$ cat src/rtl/dot_product_acc_if.sv
// dot_product_acc_if: product-in / result-out handshake bundle for dot_product_acc.
//
// Parameters
//   PW  product width (multiplier output)
//   AW  accumulator / result width
//
// Signals
//   in_valid   upstream has a product on in_prod
//   in_ready   accumulator can take a product this cycle
//   in_prod    unsigned product
//   out_valid  out_sum/out_ovf carry a result
//   out_ready  downstream takes the result this cycle
//   out_sum    dot-product result
//   out_ovf    the result overflowed AW bits
//
// Modports
//   master  the environment side: feeds products and consumes results
//   slave   the accumulator side
interface dot_product_acc_if #(
  parameter int unsigned PW = 32,
  parameter int unsigned AW = 40
);

  logic          in_valid;
  logic          in_ready;
  logic [PW-1:0] in_prod;
  logic          out_valid;
  logic          out_ready;
  logic [AW-1:0] out_sum;
  logic          out_ovf;

  modport master (
    output in_valid,
    output in_prod,
    output out_ready,
    input  in_ready,
    input  out_valid,
    input  out_sum,
    input  out_ovf
  );

  modport slave (
    input  in_valid,
    input  in_prod,
    input  out_ready,
    output in_ready,
    output out_valid,
    output out_sum,
    output out_ovf
  );

endinterface

$ cat src/rtl/dot_product_acc.sv
// dot_product_acc: sums LEN consecutive unsigned products from the 16x16 Wallace
// multiplier into one dot-product result and holds it until the consumer takes it.
//
// Parameters
//   PW   product width, must match the multiplier output (default 32)
//   AW   accumulator/result width, AW >= PW (default 40)
//   LEN  products per result, LEN >= 2 (default 8)
//
// Ports
//   clk   rising-edge clock
//   rst   synchronous active-high reset
//   clr   synchronous abort of the running accumulation; last result is kept
//   bus   dot_product_acc_if slave modport (in_valid/in_ready/in_prod,
//         out_valid/out_ready/out_sum/out_ovf)
//
// Configuration
//   DOTACC_SAT_EN  when defined, overflowing sums clamp to 2^AW-1 and stay clamped
//                  until the result is produced; otherwise sums wrap modulo 2^AW.
//                  out_ovf flags overflow in both builds.
module dot_product_acc #(
  parameter int unsigned PW  = 32,
  parameter int unsigned AW  = 40,
  parameter int unsigned LEN = 8
) (
  input  logic                   clk,
  input  logic                   rst,
  input  logic                   clr,
  dot_product_acc_if.slave       bus
);

  localparam int unsigned CW = $clog2(LEN);
  localparam int unsigned SW = AW + 1;
  localparam logic [CW-1:0] LastCnt = CW'(LEN - 1);

  typedef enum logic [0:0] {
    StAcc  = 1'b0,
    StHold = 1'b1
  } state_e;

  state_e        state_q, state_d;
  logic [AW-1:0] acc_q, acc_d;
  logic [CW-1:0] cnt_q, cnt_d;
  logic          ovf_acc_q, ovf_acc_d;
  logic          out_valid_q, out_valid_d;
  logic [AW-1:0] out_sum_q, out_sum_d;
  logic          out_ovf_q, out_ovf_d;

  logic          in_ready;
  logic          accept;
  logic [SW-1:0] sum_ext;
  logic          carry;
  logic [AW-1:0] sum_res;

  // Ready depends on state alone, so it never combinationally follows in_valid.
  assign in_ready = (state_q == StAcc);
  assign accept   = bus.in_valid & in_ready;

  // One extra bit so the carry out of bit AW-1 is visible as overflow.
  assign sum_ext = {1'b0, acc_q} + SW'(bus.in_prod);
  assign carry   = sum_ext[AW];

`ifdef DOTACC_SAT_EN
  // An earlier overflow keeps the sum pinned at full scale for the rest of the result.
  assign sum_res = (carry | ovf_acc_q) ? {AW{1'b1}} : sum_ext[AW-1:0];
`else
  assign sum_res = sum_ext[AW-1:0];
`endif

  always_comb begin
    state_d     = state_q;
    acc_d       = acc_q;
    cnt_d       = cnt_q;
    ovf_acc_d   = ovf_acc_q;
    out_valid_d = out_valid_q;
    out_sum_d   = out_sum_q;
    out_ovf_d   = out_ovf_q;

    if (clr) begin
      // Abort drops any product offered in the same cycle; the last result stays visible.
      acc_d       = '0;
      cnt_d       = '0;
      ovf_acc_d   = 1'b0;
      out_valid_d = 1'b0;
      state_d     = StAcc;
    end else begin
      unique case (state_q)
        StAcc: begin
          if (accept) begin
            if (cnt_q == LastCnt) begin
              out_sum_d   = sum_res;
              out_ovf_d   = ovf_acc_q | carry;
              out_valid_d = 1'b1;
              acc_d       = '0;
              cnt_d       = '0;
              ovf_acc_d   = 1'b0;
              state_d     = StHold;
            end else begin
              acc_d     = sum_res;
              cnt_d     = cnt_q + CW'(1);
              ovf_acc_d = ovf_acc_q | carry;
            end
          end
        end
        StHold: begin
          if (bus.out_ready) begin
            out_valid_d = 1'b0;
            state_d     = StAcc;
          end
        end
        default: state_d = StAcc;
      endcase
    end
  end

  always_ff @(posedge clk) begin
    if (rst) begin
      state_q     <= StAcc;
      acc_q       <= '0;
      cnt_q       <= '0;
      ovf_acc_q   <= 1'b0;
      out_valid_q <= 1'b0;
      out_sum_q   <= '0;
      out_ovf_q   <= 1'b0;
    end else begin
      state_q     <= state_d;
      acc_q       <= acc_d;
      cnt_q       <= cnt_d;
      ovf_acc_q   <= ovf_acc_d;
      out_valid_q <= out_valid_d;
      out_sum_q   <= out_sum_d;
      out_ovf_q   <= out_ovf_d;
    end
  end

  assign bus.in_ready  = in_ready;
  assign bus.out_valid = out_valid_q;
  assign bus.out_sum   = out_sum_q;
  assign bus.out_ovf   = out_ovf_q;

endmodule

$ cat src/flat_wrapper.sv
// flat-port wrapper written by rule: the top's interface ports become plain ports
module dot_product_acc_flat 
#(
  parameter int unsigned PW  = 32,
  parameter int unsigned AW  = 40,
  parameter int unsigned LEN = 8
)
  (clk, rst, clr, bus_in_valid, bus_in_prod, bus_out_ready, bus_in_ready, bus_out_valid, bus_out_sum, bus_out_ovf);
  dot_product_acc_if #(.PW(PW), .AW(AW)) bus_i ();
  input  logic clk;
  input  logic rst;
  input  logic clr;
  input wire logic [$bits(bus_i.in_valid)-1:0] bus_in_valid;
  input wire logic [$bits(bus_i.in_prod)-1:0] bus_in_prod;
  input wire logic [$bits(bus_i.out_ready)-1:0] bus_out_ready;
  output wire logic [$bits(bus_i.in_ready)-1:0] bus_in_ready;
  output wire logic [$bits(bus_i.out_valid)-1:0] bus_out_valid;
  output wire logic [$bits(bus_i.out_sum)-1:0] bus_out_sum;
  output wire logic [$bits(bus_i.out_ovf)-1:0] bus_out_ovf;
  assign bus_i.in_valid = bus_in_valid;
  assign bus_i.in_prod = bus_in_prod;
  assign bus_i.out_ready = bus_out_ready;
  assign bus_in_ready = bus_i.in_ready;
  assign bus_out_valid = bus_i.out_valid;
  assign bus_out_sum = bus_i.out_sum;
  assign bus_out_ovf = bus_i.out_ovf;
  dot_product_acc #(.PW(PW), .AW(AW), .LEN(LEN)) u_core (.clk(clk), .rst(rst), .clr(clr), .bus(bus_i));
endmodule
$ cat config.mk
export PLATFORM = sky130hd
export DESIGN_NAME = dot_product_acc_flat
export DESIGN_NICKNAME = d
export VERILOG_FILES = /design/src/rtl/dot_product_acc_if.sv /design/src/rtl/dot_product_acc.sv /design/src/flat_wrapper.sv
export SDC_FILE = /design/constraint.sdc
export NUM_CORES = 1
export LEC_CHECK = 0
export ABC_AREA = 1
export CORE_UTILIZATION = 51
export DETAILED_ROUTE_END_ITERATION = 7
export PLACE_DENSITY = 0.78
export SLEW_MARGIN = 10
export SYNTH_ARGS = -nofsm -noshare
export SYNTH_HDL_FRONTEND = slang
export SYNTH_SLANG_ARGS = --single-unit
$ cat constraint.sdc
create_clock -name clk -period 1.8 [get_ports clk]
set_input_delay 0.18 -clock clk [delete_from_list [all_inputs] [get_ports clk]]
set_output_delay 0.18 -clock clk [all_outputs]
set_load 0.05 [all_outputs]
Yosys cells after proc, flatten, opt, wreduce, memory -nomap -nowiden
Cells that the tools add are included.

Add/sub/neg operators: 2. Equality and inequality tests: 4. Multiplexer cells: 11. Bitwise operators: 4. Reduce and logical (&&, ||, !) cells: 4.

Operators by type and width (count): $add 40x32->41 (1); $mux 40 (1); $mux 1 (7); $ne 2x2->1 const B (3); $pmux 1 s2 (2); $reduce_and 4->1 (1); $add 3x1->3 const B (1); $eq 3x3->1 const B (1); $mux 3 (1); $reduce_and 3->1 (1); $not 1->1 (2); $reduce_and 2->1 (1); $reduce_or 2->1 (1); $and 1x1->1 (1); $or 1x1->1 (1).

Register bits: 87. Input port bits: 37. Output and inout port bits: 43. Word-level logic and storage cells: 32.

Logic depth before layout (Yosys ltp)
Depth in word-level cells: 4. Mapped depth: 16. Gate-level depth less buffers: 16.

Least setup slack after synthesis
No wires, ideal clock.

Path type: register to register. From: reg u_core.acc_q[0]. To: reg u_core.out_ovf_q (netlist: u_core.bus.out_ovf). Setup time: 0.115 ns. Arrival: 1.791 ns. Data required time: 1.685 ns. Setup slack: -0.106 ns. Cell stages (with the launch flop): 15. Buffers on the path: 0. Period minus slack after synthesis: 1.906 ns. Cells stage by stage: dfxtp_1 > ha_1 > fa_1 > nand3_1 > nand3_2 > nand2_1 > nand2_1 > nand3_1 > nand2_1 > nand2_1 > nand2_1 > nand2_1 > nand2_1 > o21ai_0 > inv_1.

Longest elaborated chain between the ends: 2.

Ends and longest elaborated chain: start, declared (line dot_product_acc.sv:41) `logic [AW-1:0] acc_q, acc_d;`; start signal, assigned (line dot_product_acc.sv:118) `acc_q <= '0;`; start signal, assigned (line dot_product_acc.sv:126) `acc_q <= acc_d;`; $add 40x32->41 (line dot_product_acc.sv:59) `assign sum_ext = {1'b0, acc_q} + SW'(bus.in_prod);`; $or 1x1->1 (line dot_product_acc.sv:91) `out_ovf_d = ovf_acc_q | carry;`; end signal, assigned (line dot_product_acc.sv:131) `out_ovf_q <= out_ovf_d;`; end, declared (line dot_product_acc.sv:46) `logic out_ovf_q, out_ovf_d;`.

No other way between the ends. A chain may end at the register's enable or synchronous reset.

Worst setup path after layout
From: reg u_core.acc_q[0]. To: reg u_core.acc_q[36].

Longest elaborated chain between the ends: 2.

Ends and longest elaborated chain: $add 40x32->41 (line dot_product_acc.sv:59); $mux 40 (line dot_product_acc.sv:89) `if (cnt_q == LastCnt) begin`.

No other way between the ends.

==> reports/metrics.cfg <==
[outcome]
status = finished, violations left
violations = setup timing

[sta]
tightest_slew_ps = 562.8
finalHoldViolCount = 0
setup_tns_ps = -11370
clock_skew_ps = 15.39
fmax_ghz = 0.4453
setup_violations = 62
finalCritPeriodShare = 1.248
slew_viol_final = 0
setup_ws_ps = -445.9
layout_min_cycle_time_ps = 2246
relSlewSlack = 0.6248
rsz0062_at_grt = true

[drt]
wl_met2_mm = 11.97
avgViaCountPerCell = 6.037
drtAntennaViolNets = 0
drt-met1-wl_mm = 9.664
dr.pass1.iters = 8
drt-total-wl_mm = 27.30
drc = 0
top_layer = met5
routedWlPerCell_um = 20.37
vias = 8090
wl_met3_mm = 3.330
dr.first_iter.drc_count = 1377

[min_path]
hold_class = input port to flop
hold_end = u_core.acc_q[23]
min-delay-start = bus_in_prod[23]
min_path_cells = 5

[cts]
h-tree-depth = 3
cts_max_path_buffers = 2
cts_made_buffers = 9
clkLatencyLatePin_ps = 370
cts-root-buf = clkbuf_16
path_clk_slew_ps = 80
cts_tree = yes
clock-sinks = 87

[grt]
grt_pass1_wl_mm = 30.20
grt_max_degree = 45
grtUsageTotal = 0.3283
grt_antenna_before_repair = 0
grt_pass1_vias = 6235
globalRouteOverflowTotal = 0

[worst_setup_path]
slowest_stage = fa_2
timing.rr.start = u_core.acc_q[0]
reg2reg_setup_slack_ps = -450
rr_worst_depth = 11
timing.rr.end = u_core.acc_q[36]
timing.critical_path.from_type = flop
cp.required_ps = 2060
critPathKind = flop to flop
worstPathMaxFanout = 4
crit_arrival_ps = 2510
crit_chain = ha_4 -> fa_2 -> nand3_2 -> nand3_4 -> nand4_1 -> nand3_4 -> nand2_2 -> nand2_1 -> nand2_1 -> nand3_1 -> a21oi_1
end_kind = flop
critical_path_depth = 11
critical-path-max-stage-delay_ps = 380
crit_path_start = u_core.acc_q[0]
critical-path-top-delay-family = simple AND/OR/NAND/NOR gates
cp_num_buf_inv = 0

[power_and_ir_drop]
p_per_area_nw_per_um2 = 567.6
pwr-share-comb = 0.292
seqPwrFrac = 0.359
p_sw_frac = 0.3253
p_leak_nw = 4.921
intPower_mw = 3.763
p_switching_mw = 1.814
vdd_drop_max_mv = 0.7210
total_power_mw = 5.577
clock_power_share = 0.349

[synth]
yosysWarnings = 0
synth_top_cell_area_share = 0.2934
syn-cell-area_um2 = 5936
yosysTopAreaCell = dfxtp_1
yosysMostFrequentCell = nand2_1
syn_inst = 1012
synth_top_cells_by_count = nand2_1 (357), inv_1 (160), nor2_1 (145)
syn_avg_cell_area_um2 = 5.865
dominantRegCellSynth = dfxtp_1
synth.area.top_cells = dfxtp_1 (29%), nand2_1 (23%), inv_1 (10%), nor2_1 (9.2%), ha_1 (7.2%)
synth_seq_cells = 87
ys_seq_area_frac = 0.2934
synth-edff-count = 0
synth_async_sr_flop_share = 0
syn_nets = 1084
yosysUniqueCellTypes = 27

[job]
drv_cap = 0

[placement]
portBuffers = 79
placed_cell_area_um2 = 7609
dp.cells = 1305
gp_congestion = 0.9299
dp_slack_ps = -610.4
hpwl_mm = 12.82

[floorplanning]
io_pins = 80
die_w_um = 109.9
initial_core_util = 0.5221
rows = 39
die_h_um = 109.9
die_area_um2 = 12070
core-area_um2 = 11370

[final_layout]
fin_area_um2 = 9826
final_nets = 1264
diodes = 0
syn2layout_area_growth_pct = 65.54
stdcell_count = 1340
drive_gt1_frac = 0.3634

==> what timing repair did <==
action                                  CTS  global route
hold buffers                              0             0
gates resized for setup                 162           260
pin swaps                                36            83
endpoints found under the setup margin   63            74
gates cloned                              0             2
setup buffers                             4            15
==> cells in the final DEF (no fill, tap or decap), drive strengths merged, types with 18 or more instances in the layout <==
cell           Yosys  layout
inv              160     160
a21oi             69      69
xor2              18      18
dfxtp             87      87
buf                9     113
o21ai             32      32
nand3             51      51
ha                34      34
nand2            358     358
nor2             149     149
clkdlybuf4s50      0      63
==> registers in the layout, summed over array words and instances, names as in the netlist <==
| signal | flops |
|---|---|
| u_core.bus.out_ovf | 1 |
| u_core.bus.out_valid | 1 |
| u_core.state_q | 1 |
| u_core.ovf_acc_q | 1 |
| u_core.acc_q | 40 |
| u_core.cnt_q | 3 |
| u_core.bus.out_sum | 40 |
==> how the worst max path moves through the flow <==
| stage | to | slack (ps) |
|---|---|---|
| after global placement | u_core.bus.out_sum[38] | -600 |
| after global routing | u_core.acc_q[36] | -640 |
| after CTS | u_core.bus.out_ovf | -120 |
| final | u_core.acc_q[36] | -450 |
| after detailed placement | u_core.bus.out_sum[38] | -610 |
| after floorplan | u_core.ovf_acc_q | 6 |
==> power by group through the flow <==
stage	Sequential (mW)	Combinational, mW	Clock, mW
2_1_floorplan	2.02	0.534	0
3_3_place_gp	2.02	0.972	0
3_5_place_dp	2.02	0.979	0
4_1_cts	1.99	1.19	1.93
5_1_grt	2.00	1.69	2.03
6_report	2.00	1.63	1.95
==> worst reg2reg max path, delay by kind of cell, from the launching register on <==
family | cells | cell delay [ps]
AOI/OAI and AO/OA | 1 | 270
DFF | 1 | 340
adders and majority gates | 2 | 550
and+or+nand+nor | 8 | 990
==> through the flow <==
| step | hold slack [ps] | utilization |
|---|---|---|
| 2_1_floorplan | 351.6 | - |
| 3_3_place_gp | 450.6 | 0.6692 |
| 3_5_place_dp | 462.3 | 0.6692 |
| 4_1_cts | 472.3 | 0.7652 |
| 5_1_grt | 403.4 | 0.8642 |
| 6_report | 381.1 | 0.8642 |
==> cells by family (layout without fill, tap and decap cells) <==
group,after synthesis,after routing,share of synthesized area
xor gates and xnor gates,22,22,0.03246
and+or+nand+nor,575,575,0.3860
buffers and inverters,185,370,0.1197
AOI/OAI and AO/OA,108,108,0.09338
adders and majority gates,35,35,0.07504
DFF,87,87,0.2934
==> per-layer routing <==
| metal | global-route usage | vias up |
|---|---|---|
| li1 | - | 3466 |
| met1 | 0.4552 | 3645 |
| met2 | 0.5304 | 720 |
| met3 | 0.03734 | 257 |
| met4 | 0.1019 | 2 |
| met5 | 0 | - |
==> layout make-up <==
cell class,count,area (um^2)
multi-input combinational,740,5169
timing repair buffer,193,1789
sequential,87,1777
fill,548,1544
inverter,161,611.8
clock buffer,11,242.7
tap,143,178.9
clock inverter,5,57.56
No activity file was read; power rests on OpenSTA's default activity.
